`src/rtl/frv_interrupt_pkg.sv`:
```
// Shared types and constants for the frv interrupt controller.
package frv_interrupt_pkg;

  typedef logic [5:0] cause_t;

  localparam cause_t CAUSE_NMI = 6'd0;
  localparam cause_t CAUSE_MSI = 6'd3;
  localparam cause_t CAUSE_MTI = 6'd7;

  typedef enum logic {
    IDLE = 1'b0,
    REQ  = 1'b1
  } state_t;

endpackage

```
`src/rtl/frv_int_sync_edge.sv`:
```
// Input synchroniser, edge history and pending latch for a group of interrupt lines.
// Edge bits latch rising edges until cleared; level bits follow the synchronised line.
module frv_int_sync_edge #(
  parameter int               WIDTH     = 1,
  parameter int               DEPTH     = 2,
  parameter logic [WIDTH-1:0] EDGE_MASK = '0
) (
  input  logic             clk,
  input  logic             srst,
  input  logic [WIDTH-1:0] lines,
  input  logic [WIDTH-1:0] clr,
  output logic [WIDTH-1:0] pend
);

  logic [WIDTH-1:0] sync;
  logic [WIDTH-1:0] prev_reg;
  logic [WIDTH-1:0] pend_reg;
  logic [WIDTH-1:0] pend_next;

  generate
    if (DEPTH == 0) begin : g_nosync
      assign sync = lines;
    end else begin : g_sync
      logic [WIDTH-1:0] stage_reg [DEPTH];
      always_ff @(posedge clk) begin
        if (srst) begin
          for (int i = 0; i < DEPTH; i++) stage_reg[i] <= '0;
        end else begin
          stage_reg[0] <= lines;
          for (int i = 1; i < DEPTH; i++) stage_reg[i] <= stage_reg[i-1];
        end
      end
      assign sync = stage_reg[DEPTH-1];
    end
  endgenerate

  // A fresh rising edge wins over a clear landing in the same cycle.
  generate
    for (genvar gi = 0; gi < WIDTH; gi++) begin : g_pend
      assign pend_next[gi] = EDGE_MASK[gi]
                           ? ((sync[gi] & ~prev_reg[gi]) | (pend_reg[gi] & ~clr[gi]))
                           : sync[gi];
    end
  endgenerate

  always_ff @(posedge clk) begin
    if (srst) begin
      prev_reg <= '0;
      pend_reg <= '0;
    end else begin
      prev_reg <= sync;
      pend_reg <= pend_next;
    end
  end

  assign pend = pend_reg;

endmodule

```
`src/rtl/frv_interrupt_ctrl.sv`:
```
// Multi-source interrupt controller: latches pending state, picks the highest-priority
// eligible source and holds a stable request/cause until writeback acknowledges it.
module frv_interrupt_ctrl
  import frv_interrupt_pkg::*;
#(
  parameter int                 NUM_EXT        = 8,
  parameter logic [NUM_EXT-1:0] EXT_EDGE       = {NUM_EXT{1'b0}},
  parameter int                 SYNC_STAGES    = 2,
  parameter int                 EXT_CAUSE_BASE = 16
) (
  input  logic               g_clk,
  input  logic               g_reset,
  input  logic               mstatus_mie,
  input  logic               mie_meie,
  input  logic               mie_mtie,
  input  logic               mie_msie,
  input  logic [NUM_EXT-1:0] ext_enable,
  input  logic               nmi_line,
  input  logic [NUM_EXT-1:0] ext_lines,
  input  logic               sw_line,
  input  logic               ti_line,
  output logic               mip_meip,
  output logic               mip_mtip,
  output logic               mip_msip,
  output logic [NUM_EXT-1:0] ext_pending,
  output logic               int_trap_req,
  output logic               int_trap_nmi,
  output cause_t             int_trap_cause,
  input  logic               int_trap_ack
);

  localparam int IDX_W = (NUM_EXT > 1) ? $clog2(NUM_EXT) : 1;

  logic [NUM_EXT-1:0] pend_ext;
  logic [NUM_EXT-1:0] clr_ext;
  logic [2:0]         pend_misc;  // {ti, sw, nmi}
  logic [2:0]         clr_misc;

  frv_int_sync_edge #(
    .WIDTH     (NUM_EXT),
    .DEPTH     (SYNC_STAGES),
    .EDGE_MASK (EXT_EDGE)
  ) u_ext_sync (
    .clk   (g_clk),
    .srst  (g_reset),
    .lines (ext_lines),
    .clr   (clr_ext),
    .pend  (pend_ext)
  );

  frv_int_sync_edge #(
    .WIDTH     (3),
    .DEPTH     (SYNC_STAGES),
    .EDGE_MASK (3'b001)
  ) u_misc_sync (
    .clk   (g_clk),
    .srst  (g_reset),
    .lines ({ti_line, sw_line, nmi_line}),
    .clr   (clr_misc),
    .pend  (pend_misc)
  );

  logic [NUM_EXT-1:0] elig_ext;
  logic               elig_nmi;
  logic               elig_sw;
  logic               elig_ti;

  assign elig_nmi = pend_misc[0];
  assign elig_ext = pend_ext & ext_enable & {NUM_EXT{mie_meie & mstatus_mie}};
  assign elig_sw  = pend_misc[1] & mie_msie & mstatus_mie;
  assign elig_ti  = pend_misc[2] & mie_mtie & mstatus_mie;

  logic             sel_valid;
  logic             sel_nmi;
  logic             sel_ext;
  logic [IDX_W-1:0] sel_idx;
  cause_t           sel_cause;

  always_comb begin
    sel_valid = 1'b0;
    sel_nmi   = 1'b0;
    sel_ext   = 1'b0;
    sel_idx   = '0;
    sel_cause = CAUSE_NMI;
    if (elig_nmi) begin
      sel_valid = 1'b1;
      sel_nmi   = 1'b1;
    end else if (|elig_ext) begin
      sel_valid = 1'b1;
      sel_ext   = 1'b1;
      // Scan downwards so the lowest eligible index is the last one written.
      for (int i = NUM_EXT - 1; i >= 0; i--) begin
        if (elig_ext[i]) begin
          sel_idx   = IDX_W'(i);
          sel_cause = cause_t'(EXT_CAUSE_BASE + i);
        end
      end
    end else if (elig_sw) begin
      sel_valid = 1'b1;
      sel_cause = CAUSE_MSI;
    end else if (elig_ti) begin
      sel_valid = 1'b1;
      sel_cause = CAUSE_MTI;
    end
  end

  state_t           state_reg, state_next;
  cause_t           cause_reg, cause_next;
  logic             nmi_reg, nmi_next;
  logic             ext_src_reg, ext_src_next;
  logic [IDX_W-1:0] idx_reg, idx_next;
  logic             take;

  always_ff @(posedge g_clk) begin
    if (g_reset) begin
      state_reg   <= IDLE;
      cause_reg   <= CAUSE_NMI;
      nmi_reg     <= 1'b0;
      ext_src_reg <= 1'b0;
      idx_reg     <= '0;
    end else begin
      state_reg   <= state_next;
      cause_reg   <= cause_next;
      nmi_reg     <= nmi_next;
      ext_src_reg <= ext_src_next;
      idx_reg     <= idx_next;
    end
  end

  // The latched source is frozen for the whole of REQ; nothing pre-empts it.
  always_comb begin
    state_next   = state_reg;
    cause_next   = cause_reg;
    nmi_next     = nmi_reg;
    ext_src_next = ext_src_reg;
    idx_next     = idx_reg;
    take         = 1'b0;
    case (state_reg)
      IDLE: begin
        if (sel_valid) begin
          state_next   = REQ;
          cause_next   = sel_cause;
          nmi_next     = sel_nmi;
          ext_src_next = sel_ext;
          idx_next     = sel_idx;
        end
      end
      REQ: begin
        if (int_trap_ack) begin
          state_next = IDLE;
          take       = 1'b1;
        end
      end
      default: state_next = IDLE;
    endcase
  end

  // Clears only affect edge-type bits; level bits ignore them inside the latch.
  assign clr_ext  = (take && ext_src_reg) ? (NUM_EXT'(1) << idx_reg) : '0;
  assign clr_misc = {2'b00, take & nmi_reg};

  logic meip_reg;

  always_ff @(posedge g_clk) begin
    if (g_reset) meip_reg <= 1'b0;
    else         meip_reg <= |(pend_ext & ext_enable);
  end

  assign mip_meip       = meip_reg;
  assign mip_mtip       = pend_misc[2];
  assign mip_msip       = pend_misc[1];
  assign ext_pending    = pend_ext;
  assign int_trap_req   = (state_reg == REQ);
  assign int_trap_nmi   = nmi_reg;
  assign int_trap_cause = cause_reg;

endmodule

```
`config.mk`:
```
export PLATFORM = sky130hd
export DESIGN_NAME = frv_interrupt_ctrl
export DESIGN_NICKNAME = d
export VERILOG_FILES = /design/src/rtl/frv_interrupt_pkg.sv /design/src/rtl/frv_int_sync_edge.sv /design/src/rtl/frv_interrupt_ctrl.sv
export SDC_FILE = /design/constraint.sdc
export NUM_CORES = 1
export LEC_CHECK = 0
export CORE_MARGIN = 5
export CORE_UTILIZATION = 35
export DETAILED_ROUTE_END_ITERATION = 8
export PLACE_DENSITY_LB_ADDON = 0.15
export SLEW_MARGIN = 30
export SYNTH_ARGS = -nofsm -noshare
export SYNTH_HDL_FRONTEND = slang
export SYNTH_SLANG_ARGS = --single-unit
```
`constraint.sdc`:
```
create_clock -name g_clk -period 1.33 [get_ports g_clk]
set_input_delay 0.133 -clock g_clk [delete_from_list [all_inputs] [get_ports g_clk]]
set_output_delay 0.133 -clock g_clk [all_outputs]
set_load 0.03 [all_outputs]
```
==> results.json <==
{
  "peakVddDrop_uv": 719,
  "clockRootBuffer": "clkbuf_8",
  "ys_seq_elements": 41,
  "clock-sinks": 41,
  "leakagePower_uw": 0.000902,
  "path_buf_inv": 0,
  "syn_area_per_cell_sq_um": 10.4,
  "largest_reg_flops": 16,
  "drt_wl_total_microns": 2840,
  "grt_use_total": 0.114,
  "die_w_microns": 73.7,
  "final_nets": 220,
  "syn_to_final_growth_pct": 47.8,
  "cpPeakStageDelay_ns": 0.43,
  "yosys_warnings": 0,
  "critical-path-top-delay-family": "compound AO/OA/AOI/OAI gates",
  "grt_max_degree": 27,
  "place_hpwl_microns": 2230,
  "die_area_sq_um": 5430,
  "n_antenna_cell": 0,
  "gp_congestion": 0.767,
  "synthCells": 137,
  "end_kind": "register",
  "power.density_nw_per_um2": 1170,
  "numCtsBuffers": 5,
  "total_power_uw": 2450,
  "grt_pass1_vias": 1076,
  "cts_tree": "yes",
  "firstDrtPassIters": 4,
  "viasPerCell": 4.44,
  "core-area_sq_um": 3970,
  "io_pins": 45,
  "htreeDepth": 2,
  "maxCapViolations": 0,
  "post_cts_buffers": 0,
  "utilization": 0.529,
  "skew_ns": 0.00694,
  "fill_cells": 386,
  "finalHoldViolations": 0,
  "overflow": 0,
  "worstPathCellList": "a22o_4 -> o41ai_4 -> nand2_2 -> nor3_2 -> a211oi_1",
  "final_antenna_net_count": 0,
  "crit_type": "reg -> reg",
  "finalSetupViolCount": 6,
  "worstPathRequired_ns": 1.49,
  "finalMaxSlewViolations": 0,
  "fin_hold_ws_ns": 0.385,
  "status": "finished, violations left",
  "drive_gt1_frac": 0.200,
  "cts_buffer_depth": 2,
  "clk_latency_ns": 0.29,
  "die_h_microns": 73.7,
  "fin_ws_ns": -0.155,
  "vias": 1087,
  "grt_antenna_before_repair": 0,
  "violations": "setup timing",
  "drc": 0,
  "rows": 23,
  "seq_area_frac_synth": 0.578,
  "grt_setup_unrepaired": "yes",
  "fmax_ghz": 0.673,
  "fin_crit_sh": 1.12,
  "critical_path.max_fanout": 4,
  "start_util": 0.358,
  "netlist_area_sq_um": 1420,
  "cts.clk_slew.worst_paths_ns": 0.09,
  "holdPathStages": 2,
  "crit_path_top_delay_cell": "o41ai_4",
  "wire_per_inst_microns": 11.6,
  "synth_cell_type_count": 26,
  "hold_path.class": "in -> reg",
  "worstSetupStartpointType": "register",
  "cp_data_arrival_time_ns": 1.65,
  "dr.first_iter.drc_count": 29,
  "grt_pass1_wl_microns": 4670,
  "port_buffers": 42,
  "worstSetupPathDepth": 5,
  "r2r_cells": 5,
  "fin_crit_ns": 1.48
}
[area by class of cell]
cell class | instances | area [sq um] | share of cell area
sequential | 41 | 835 | 0.397
multi-input combinational | 89 | 584 | 0.278
timing repair buffer | 56 | 517 | 0.246
clock buffer | 5 | 68.8 | 0.0328
tap | 50 | 62.6 | 0.0298
clock inverter | 3 | 28.8 | 0.0137
inverter | 1 | 3.75 | 0.00179
[synthesized netlist by cell type, drive strengths merged]
library cell	count	area share
nand4	1	0.0044
nand2	7	0.020
nor3b	1	0.0053
nand3	4	0.014
a32o	1	0.0070
a22o	6	0.043
a21oi	8	0.033
clkbuf	5	0.013
nor2	6	0.016
and2b	1	0.0053
a211oi	2	0.011
conb	1	0.0026
o41ai	1	0.019
o21ai	6	0.021
inv	1	0.0026
nand2b	3	0.018
buf	2	0.011
dfxtp	41	0.58
nor3	2	0.0070
nor2b	36	0.16
and2	1	0.0044
nor4	1	0.0044
[placed cells by master, fill, tap and decap left out, types with 2 or more instances in the layout]
master	instances
nand3_1	4
inv_6	2
o21ai_0	4
dfxtp_2	5
nand2_1	6
clkbuf_8	5
a22o_1	4
a22o_4	2
nor2_1	6
dfxtp_4	2
conb_1	2
a21oi_1	6
clkdlybuf4s50_1	25
nand2b_1	2
o21ai_1	2
a21oi_2	2
dfxtp_1	34
dlygate4sd2_1	15
nor2b_1	36
buf_4	14
[metal layers]
layer / GRT usage / routed length [microns]
met5: 0 / 0
met4: 0.0362 / 19
met3: 0.0506 / 228
met2: 0.193 / 1460
met1: 0.127 / 1140
[final timing paths]
check,slack (ns),endpoint,start
setup / recovery,-0.15,int_trap_req$_SDFF_PP0_,u_ext_sync.pend[1]$_SDFF_PP0_
hold / removal,0.38,u_ext_sync.g_sync.stage_reg[0][3]$_SDFF_PP0_,ext_lines[3]
setup reg to reg,-0.15,int_trap_req$_SDFF_PP0_,u_ext_sync.pend[1]$_SDFF_PP0_
hold reg to reg,0.44,u_ext_sync.g_sync.stage_reg[1][5]$_SDFF_PP0_,u_ext_sync.g_sync.stage_reg[0][5]$_SDFF_PP0_
[cell families (layout without fill, tap and decap cells)]
logic type / Yosys count / count (layout) / share of synthesized area
compound gates: 24 / 24 / 0.135
buf+inv: 8 / 65 / 0.0264
flops: 41 / 41 / 0.578
other cells: 1 / 2 / 0.00264
simple gates: 63 / 63 / 0.258
[stage by stage]
step                TNS (ns)  instances  cell area (sq um)  setup slack (ns)
floorplan             -0.595        138               1440            -0.130
global placement       -2.43        237               2010            -0.414
detailed placement     -2.64        237               2010            -0.453
CTS                   -0.739        245               2100            -0.160
global route           -1.27        245               2100            -0.269
finish                -0.736        245               2100            -0.155
[worst register-to-register path, stage by stage, from the launching register on]
cell	delay, ns
dfxtp_4	0.35
a22o_4	0.26
o41ai_4	0.43
nand2_2	0.15
nor3_2	0.12
a211oi_1	0.06
[power by group]
group          internal (uW)  total (uW)  switching [uW]  leakage (uW)
Sequential              1280        1310            27.6      0.000341
Clock                    395         842             447     0.0000511
Combinational            165         306             141      0.000511
[what timing repair did]
item | CTS | global route
pin swaps | 5 | 0
hold buffers | 0 | 0
resized for setup | 20 | 1
endpoints found under the setup margin | 22 | 7
Power figures use the tool's default switching activity.
